`src/rtl/fib_seq_pkg.sv`:
```
// rtl/fib_seq_pkg.sv - shared command and state types for the recurrence generator
package fib_seq_pkg;

  typedef enum logic [1:0] {
    OP_HOLD = 2'd0,
    OP_STEP = 2'd1,
    OP_LOAD = 2'd2,
    OP_RUN  = 2'd3
  } cmd_op_e;

  typedef enum logic {
    S_IDLE = 1'b0,
    S_RUN  = 1'b1
  } state_e;

endpackage

```
`src/rtl/fib_seq_gen_if.sv`:
```
// rtl/fib_seq_gen_if.sv - command and result handshake bundle of the recurrence generator
interface fib_seq_gen_if #(
  parameter int unsigned WIDTH = 8,
  parameter int unsigned CNT_W = 8
) ();
  import fib_seq_pkg::*;

  logic             cmd_valid;
  logic             cmd_ready;
  cmd_op_e          cmd_op;
  logic [WIDTH-1:0] cmd_arg_a;
  logic [WIDTH-1:0] cmd_arg_b;
  logic [CNT_W-1:0] cmd_count;
  logic             abort;
  logic             out_valid;
  logic             out_ready;
  logic [WIDTH-1:0] out_data;
  logic             out_wrap;
  logic             busy;
  logic [CNT_W-1:0] remaining;

  modport master (
    output cmd_valid, cmd_op, cmd_arg_a, cmd_arg_b, cmd_count, abort, out_ready,
    input  cmd_ready, out_valid, out_data, out_wrap, busy, remaining
  );

  modport slave (
    input  cmd_valid, cmd_op, cmd_arg_a, cmd_arg_b, cmd_count, abort, out_ready,
    output cmd_ready, out_valid, out_data, out_wrap, busy, remaining
  );

endinterface

```
`src/rtl/fib_step.sv`:
```
// rtl/fib_step.sv - one (a, b) -> (b, a+b) recurrence step with carry-out
module fib_step #(
  parameter int unsigned WIDTH = 8
) (
  input  logic [WIDTH-1:0] a_i,
  input  logic [WIDTH-1:0] b_i,
  output logic [WIDTH-1:0] a_next_o,
  output logic [WIDTH-1:0] b_next_o,
  output logic             carry_o
);

  logic [WIDTH:0] sum;

  assign sum      = {1'b0, a_i} + {1'b0, b_i};
  assign a_next_o = b_i;
  assign b_next_o = sum[WIDTH-1:0];
  assign carry_o  = sum[WIDTH];

endmodule

```
`src/rtl/fib_seq_gen.sv`:
```
// rtl/fib_seq_gen.sv - two-term recurrence generator with load/hold/run commands and a backpressured result slot
module fib_seq_gen
  import fib_seq_pkg::*;
#(
  parameter int unsigned      WIDTH  = 8,
  parameter int unsigned      CNT_W  = 8,
  parameter logic [WIDTH-1:0] SEED_A = '0,
  parameter logic [WIDTH-1:0] SEED_B = WIDTH'(1)
) (
  input  logic         clk,
  input  logic         rst,
  fib_seq_gen_if.slave bus
);

  typedef struct packed {
    logic             wrap;
    logic [WIDTH-1:0] data;
  } result_t;

  state_e           state_q, state_d;
  logic [WIDTH-1:0] a_q, a_d;
  logic [WIDTH-1:0] b_q, b_d;
  logic [CNT_W-1:0] rem_q, rem_d;
  logic             out_valid_q, out_valid_d;
  result_t          res_q, res_d;

  logic [WIDTH-1:0] a_nx;
  logic [WIDTH-1:0] b_nx;
  logic             carry;
  logic             slot_free;
  logic             cmd_fire;
  logic             do_step;

  fib_step #(.WIDTH(WIDTH)) u_step (
    .a_i      (a_q),
    .b_i      (b_q),
    .a_next_o (a_nx),
    .b_next_o (b_nx),
    .carry_o  (carry)
  );

  assign slot_free = !out_valid_q || bus.out_ready;
  assign cmd_fire  = bus.cmd_valid && (state_q == S_IDLE) && slot_free;

  always_comb begin
    state_d     = state_q;
    a_d         = a_q;
    b_d         = b_q;
    rem_d       = rem_q;
    res_d       = res_q;
    out_valid_d = out_valid_q && !bus.out_ready;
    do_step     = 1'b0;

    unique case (state_q)
      S_IDLE: begin
        if (cmd_fire) begin
          unique case (bus.cmd_op)
            OP_HOLD: begin
              out_valid_d = 1'b1;
              res_d.wrap  = 1'b0;
              res_d.data  = a_q;
            end
            OP_STEP: do_step = 1'b1;
            OP_LOAD: begin
              a_d         = bus.cmd_arg_a;
              b_d         = bus.cmd_arg_b;
              out_valid_d = 1'b1;
              res_d.wrap  = 1'b0;
              res_d.data  = bus.cmd_arg_a;
            end
            OP_RUN: begin
              // A zero-length run is consumed silently and leaves the FSM idle.
              if (bus.cmd_count != '0) begin
                do_step = 1'b1;
                rem_d   = bus.cmd_count - CNT_W'(1);
                state_d = S_RUN;
              end
            end
          endcase
        end
      end
      S_RUN: begin
        if (rem_q == '0) begin
          state_d = S_IDLE;
        end else if (slot_free) begin
          do_step = 1'b1;
          rem_d   = rem_q - CNT_W'(1);
        end
        // The step issued alongside abort still lands in the result slot.
        if (bus.abort) begin
          rem_d   = '0;
          state_d = S_IDLE;
        end
      end
    endcase

    if (do_step) begin
      a_d         = a_nx;
      b_d         = b_nx;
      out_valid_d = 1'b1;
      res_d.wrap  = carry;
      res_d.data  = b_q;
    end
  end

  always_ff @(posedge clk) begin
    if (rst) begin
      state_q     <= S_IDLE;
      a_q         <= SEED_A;
      b_q         <= SEED_B;
      rem_q       <= '0;
      out_valid_q <= 1'b0;
      res_q       <= '0;
    end else begin
      state_q     <= state_d;
      a_q         <= a_d;
      b_q         <= b_d;
      rem_q       <= rem_d;
      out_valid_q <= out_valid_d;
      res_q       <= res_d;
    end
  end

  assign bus.cmd_ready = (state_q == S_IDLE) && slot_free;
  assign bus.out_valid = out_valid_q;
  assign bus.out_data  = res_q.data;
  assign bus.out_wrap  = res_q.wrap;
  assign bus.busy      = (state_q == S_RUN);
  assign bus.remaining = rem_q;

endmodule

```
`src/flat_wrapper.sv`:
```
// flat-port wrapper written by rule: the top's interface ports become plain ports
module fib_seq_gen_flat import fib_seq_pkg::*;
#(
  parameter int unsigned      WIDTH  = 8,
  parameter int unsigned      CNT_W  = 8,
  parameter logic [WIDTH-1:0] SEED_A = '0,
  parameter logic [WIDTH-1:0] SEED_B = WIDTH'(1)
)
  (clk, rst, bus_cmd_valid, bus_cmd_op, bus_cmd_arg_a, bus_cmd_arg_b, bus_cmd_count, bus_abort, bus_out_ready, bus_cmd_ready, bus_out_valid, bus_out_data, bus_out_wrap, bus_busy, bus_remaining);
  fib_seq_gen_if #(.WIDTH(WIDTH), .CNT_W(CNT_W)) bus_i ();
  input  logic clk;
  input  logic rst;
  input wire logic [$bits(bus_i.cmd_valid)-1:0] bus_cmd_valid;
  input wire logic [$bits(bus_i.cmd_op)-1:0] bus_cmd_op;
  input wire logic [$bits(bus_i.cmd_arg_a)-1:0] bus_cmd_arg_a;
  input wire logic [$bits(bus_i.cmd_arg_b)-1:0] bus_cmd_arg_b;
  input wire logic [$bits(bus_i.cmd_count)-1:0] bus_cmd_count;
  input wire logic [$bits(bus_i.abort)-1:0] bus_abort;
  input wire logic [$bits(bus_i.out_ready)-1:0] bus_out_ready;
  output wire logic [$bits(bus_i.cmd_ready)-1:0] bus_cmd_ready;
  output wire logic [$bits(bus_i.out_valid)-1:0] bus_out_valid;
  output wire logic [$bits(bus_i.out_data)-1:0] bus_out_data;
  output wire logic [$bits(bus_i.out_wrap)-1:0] bus_out_wrap;
  output wire logic [$bits(bus_i.busy)-1:0] bus_busy;
  output wire logic [$bits(bus_i.remaining)-1:0] bus_remaining;
  assign bus_i.cmd_valid = bus_cmd_valid;
  assign bus_i.cmd_op = bus_cmd_op;
  assign bus_i.cmd_arg_a = bus_cmd_arg_a;
  assign bus_i.cmd_arg_b = bus_cmd_arg_b;
  assign bus_i.cmd_count = bus_cmd_count;
  assign bus_i.abort = bus_abort;
  assign bus_i.out_ready = bus_out_ready;
  assign bus_cmd_ready = bus_i.cmd_ready;
  assign bus_out_valid = bus_i.out_valid;
  assign bus_out_data = bus_i.out_data;
  assign bus_out_wrap = bus_i.out_wrap;
  assign bus_busy = bus_i.busy;
  assign bus_remaining = bus_i.remaining;
  fib_seq_gen #(.WIDTH(WIDTH), .CNT_W(CNT_W), .SEED_A(SEED_A), .SEED_B(SEED_B)) u_core (.clk(clk), .rst(rst), .bus(bus_i));
endmodule
```
`config.mk`:
```
export PLATFORM = sky130hd
export DESIGN_NAME = fib_seq_gen_flat
export DESIGN_NICKNAME = d
export VERILOG_FILES = /design/src/rtl/fib_seq_pkg.sv /design/src/rtl/fib_seq_gen_if.sv /design/src/rtl/fib_step.sv /design/src/rtl/fib_seq_gen.sv /design/src/flat_wrapper.sv
export SDC_FILE = /design/constraint.sdc
export NUM_CORES = 1
export LEC_CHECK = 0
export BUFFER_PORTS_ARGS = -buffer_cell sky130_fd_sc_hd__buf_2
export CAP_MARGIN = 10
export CORE_UTILIZATION = 54
export DETAILED_ROUTE_END_ITERATION = 10
export GPL_ROUTABILITY_DRIVEN = 0
export PLACE_DENSITY = 0.9
export SLEW_MARGIN = 20
export SYNTH_ARGS = -nofsm -noshare
export SYNTH_HDL_FRONTEND = slang
export SYNTH_SLANG_ARGS = --single-unit
```
`constraint.sdc`:
```
create_clock -name clk -period 2.2 [get_ports clk]
set_input_delay 0.44 -clock clk [delete_from_list [all_inputs] [get_ports clk]]
set_output_delay 0.44 -clock clk [all_outputs]
set_load 0.03 [all_outputs]
```
# Yosys cells after proc, flatten, opt, wreduce, memory -nomap -nowiden
# Index checks and enable logic that the tools add are counted.
[totals] register_bits=35 input_bits=31 out_inout_bits=20 word_cells=71
[classes] addsub=3 n_eq_ne=9 n_mux=34 n_bitwise=1 reduce_logical=17
[op_table] operator="$mux 8" count=14
[op_table] operator="$mux 9" count=3
[op_table] operator="$pmux 9 s2" count=1
[op_table] operator="$pmux 8 s2" count=1
[op_table] operator="$sub 8x1->8 const B" count=2
[op_table] operator="$mux 1" count=12
[op_table] operator="$add 8x8->9" count=1
[op_table] operator="$logic_not 8->1" count=1
[op_table] operator="$reduce_bool 8->1" count=1
[op_table] operator="$ne 2x2->1 const B" count=3
[op_table] operator="$ne 3x3->1 const B" count=2
[op_table] operator="$pmux 1 s2" count=3
[op_table] operator="$reduce_and 3->1" count=2
[op_table] operator="$reduce_and 5->1" count=1
[op_table] operator="$eq 2x2->1 const B" count=2
[op_table] operator="$logic_and 1x1->1" count=4
[op_table] operator="$reduce_bool 2->1" count=2
[op_table] operator="$reduce_bool 3->1" count=1
[op_table] operator="$eq 2x1->1 const B" count=1
[op_table] operator="$logic_not 1->1" count=2
[op_table] operator="$logic_not 2->1" count=1
[op_table] operator="$ne 2x1->1 const B" count=1
[op_table] operator="$reduce_or 2->1" count=1
[op_table] operator="$logic_or 1x1->1" count=1
[op_table] operator="$not 1->1" count=1

# Depth between registers and ports, before layout
[logic_depth] word_depth=7 depth_mapped=9 ltp_nobuf=8

# By module
# Synthesis repeated with hierarchy kept, for this count alone.
[hier_totals] cells_unflattened=297 hier_area_um2=2573.7
[by_module_without_submodules] mod="fib_seq_gen" n_inst=1 cells_each=247 area_each_um2=2189.6 seq_area_each_um2=700.7
[by_module_without_submodules] mod="fib_step" n_inst=1 cells_each=50 area_each_um2=384.1 seq_area_each_um2=0.0

# Least setup slack after synthesis
# Ideal clock, no wire load.
[synth_timing] path_kind="reg2reg" from="register u_core.rem_q[0], in the netlist u_core.bus.remaining[0]" to="register u_core.b_q[6]" setup_time_ns=0.074 arrival_time_ns=1.973 required_time_ns=2.126 setup_slack_ns=0.153 path_stages_with_launch=7 n_path_buf=0 synth_period_minus_slack_ns=2.047 path_cell_list="dfxtp_1 -> inv_1 -> ha_1 -> a311oi_4 -> a21oi_4 -> or4_1 -> a31oi_1"
[synth_between] elab_chain_cells=5 word_cells_on_any_way=8 cone_classes="1 x eq/ne; 3 x mux; 4 x reduce/logical"
[synth_rtl] element="start: declaration" line="fib_seq_gen.sv:23" source="logic [CNT_W-1:0] rem_q, rem_d;"
[synth_rtl] element="start signal: assignment" line="fib_seq_gen.sv:118" source="rem_q <= rem_d;"
[synth_rtl] element="$logic_not 8->1 (*)" line="fib_seq_gen.sv:83" source="if (rem_q == '0) begin"
[synth_rtl] element="$mux 1 (*)" line="fib_seq_gen.sv:83"
[synth_rtl] element="$pmux 1 s2 (*)" line="fib_seq_gen.sv:54" source="unique case (state_q)"
[synth_rtl] element="$ne 2x2->1 (no source line) / $reduce_bool 2->1 (equally long branches)"
[synth_rtl] element="$reduce_and 3->1 (no source line)"
[synth_rtl] element="end signal: assignment" line="fib_seq_gen.sv:110" source="b_q <= SEED_B;"
[synth_rtl] element="end signal: assignment" line="fib_seq_gen.sv:117" source="b_q <= b_d;"
[synth_rtl] element="end: declaration" line="fib_seq_gen.sv:22" source="logic [WIDTH-1:0] b_q, b_d;"
# Every way passes the cells marked *; elsewhere a longest branch is shown, timed or not.
# A chain may end at the register's enable or synchronous reset.

# Final worst setup path
[layout_timing] from="register u_core.rem_q[0], in the netlist u_core.bus.remaining[0]" to="register u_core.b_q[7]"
# Same word-level chain as after synthesis.

==> results.md <==
* DR WL/cell at 15.0 µm
* Pleak at 0.00117 µW
* Crit path top cell by count: buf_4
* Yosys warning total at 0
* Hold Path Class: input port to flip-flop
* Layout cells sized above 1 at 22.4%
* Clock transition at the register clock pins on the worst setup and hold paths after CTS at 80 ps
* Initial antenna violation count at 0
* Worst setup path start: u_core.bus.remaining[0]
* DR vias at 2344
* Overall Global Routing Usage at 27.6%
* Critical Path RT at 2410 ps
* Root Driver: clkbuf_8
* Detailed Route WL at 5900 µm
* DR iter-0 viols at 227
* Die W at 66.5 µm
* Slew headroom at 67.6%
* Peak supply drop at 0.405 mV
* Highest-delay cell along the critical path: dfxtp_1
* CTS Sinks at 35
* DRT Pass-1 Iters at 5
* Worst Hold Launch: bus_cmd_arg_b[3]
* Crit-path max cell delay at 390 ps
* Post-DP HPWL at 4220 µm
* Skew-Pair Late Insertion Delay at 290 ps
* Least-Margin Pin Slew at 484 ps
* First-pass GRT wire length at 9180 µm
* Crit path launch type: flip-flop
* Post-synthesis instance area at 0.00225 mm²
* Final nets at 385
* Initial core utilization at 56.2%
* Chip height at 66.5 µm
* Mapped Avg Cell Area at 7.86 µm²
* Top layer in use: met4
* Critical path peak fanout at 7
* Max_cap viols at 0
* Cell family with most CP delay: compound AO/OA/AOI/OAI gates
* EDFF count, synth at 0
* Synth cell types at 42
* Flops & latches, synth at 35
* Slew Viols, Final at 0
* Commonest cells after routing, fill and taps aside: buf_2 (50), nand2_1 (38), dfxtp_1 (35)
* Share of the clock period used by the worst path at 97.2%
* Largest net degree at the start of global routing at 30
* Total grt overflow at 0
* Site Rows at 23
* Power Density at 687 mW/mm²
* Met3 Wirelength at 411 µm
* Number of global-route vias before repair at 1987
* WP buf/inv at 3
* Syn_nets at 329
* Clock buffer depth at 2
* CTS HTree Levels at 2
* Die Area at 0.00443 mm²
* Post-synthesis sequential area ratio at 31.2%
* Finished Cell Area at 0.00274 mm²
* CTS tree: done
* Residual DRC at 0
* Post-synth ARST share at 0%
* Mapped Cells at 286
* Commonest non-fill, non-tap cell in the layout: buf_2
* Vias per cell at 5.96
* Status: completed
* Tmin final at 2140 ps
* Reg2Reg Launch Point: u_core.bus.remaining[0]
* Core box area at 0.00400 mm²
* I/O Buffers at 50
* Worst path arrival time at 2350 ps
* WS Path Type: flip-flop to flip-flop
* Crit-path cells: inv_1, ha_1, a311oi_4, buf_4, a21oi_4, buf_4, or3_1, a31oi_1
* Setup violations, final at 0
* Max Clock Skew at 11.6 ps
* I/O pin count at 51
* Top_reg_cell synth: dfxtp_1
* Fmax at 0.468 GHz
* CTS resizes at 0
* Antenna cell count at 0
* Number of CTS-inserted buffers at 5
* Metal-1 WL at 2520 µm
* Power Total at 1880 µW
* Worst setup EP type: flip-flop
* Placed cell area at 0.00261 mm²
* Final hold viol count at 0
* Routed Antenna Nets at 0
* Synth-to-layout area growth at 21.7%
* Met2 WL at 2890 µm
-- cells in the mapped netlist, types with 4 or more instances --
cell type,count,share of area [%]
nand2_1,38,6.3
dfxtp_1,35,31
nor2_1,31,5.2
a21oi_1,25,5.6
o21ai_0,17,3.8
inv_1,15,2.5
a311oi_1,13,5.1
o211ai_1,13,4.3
ha_1,11,6.1
clkbuf_1,8,1.3
a31oi_1,7,1.9
mux2i_1,7,3.1
nand3_1,6,1.3
nand2b_1,5,1.4
a211oi_1,4,1.3
buf_2,4,0.89
-- sequential cells by signal, indices dropped and copies added (netlist names) --
signal	count
u_core.bus.out_wrap	1
u_core.bus.remaining	8
u_core.bus.out_valid	1
u_core.bus.busy	1
u_core.a_q	8
u_core.b_q	8
u_core.bus.out_data	8
-- cell families after synthesis --
family | Yosys count | synth area share (%)
and+or+nand+nor | 99 | 20.8
AOI/OAI and AO/OA | 97 | 29.5
DFF | 35 | 31.2
buffers and inverters | 30 | 6.07
adders and majority gates | 12 | 7.01
muxes | 7 | 3.12
xor gates and xnor gates | 6 | 2.34
-- repair_timing --
action	4_1_cts	5_1_grt
endpoints found under the setup margin	0	3
hold buffers	0	0
setup buffers	0	2
-- routing by layer --
| metal | vias up | track usage, % |
|---|---|---|
| li1 | 1158 | - |
| met1 | 1079 | 36.9 |
| met2 | 100 | 43.2 |
| met3 | 7 | 4.28 |
| met4 | 0 | 12.5 |
| met5 | - | 0 |
-- path summary, 6_finish.rpt --
kind,to,slack [ps],cells past startpoint
hold / removal,u_core.b_q[3],400,3
hold reg to reg,u_core.bus.out_data[7],510,2
setup reg to reg,u_core.b_q[7],60,8
setup / recovery,u_core.b_q[7],60,8
-- power breakdown --
group / internal [µW] / total, µW / switching, µW
Sequential: 693 / 742 / 49.0
Clock: 337 / 587 / 250
Combinational: 220 / 551 / 331
Total: 1250 / 1880 / 630
-- tightest hold or removal path, stage by stage --
cell and delay [ps]:
buf_2 100, nand2_1 50, a31oi_1 70
-- layout make-up --
type / count / area (µm²)
Sequential cell: 35 / 701
Clock inverter: 3 / 43.8
Timing Repair Buffer: 64 / 393
Tap cell: 50 / 62.6
Fill cell: 300 / 1260
Multi-Input combinational cell: 221 / 1410
Inverter: 15 / 56.3
Clock buffer: 5 / 68.8
-- metrics by stage --
stage          setup TNS (ps)  utilization (%)  cells  setup WS (ps)  hold WS (ps)
3_5_place_dp                0             65.2    383           44.2           498
4_1_cts                     0             68.0    391            129           393
5_1_grt                 -32.1             68.4    393          -23.9           406
2_1_floorplan               0                -    286            153           469
6_report                    0             68.4    393           61.3           398
3_3_place_gp                0             65.2    383            140           490
(Power assumes the default switching activity.)
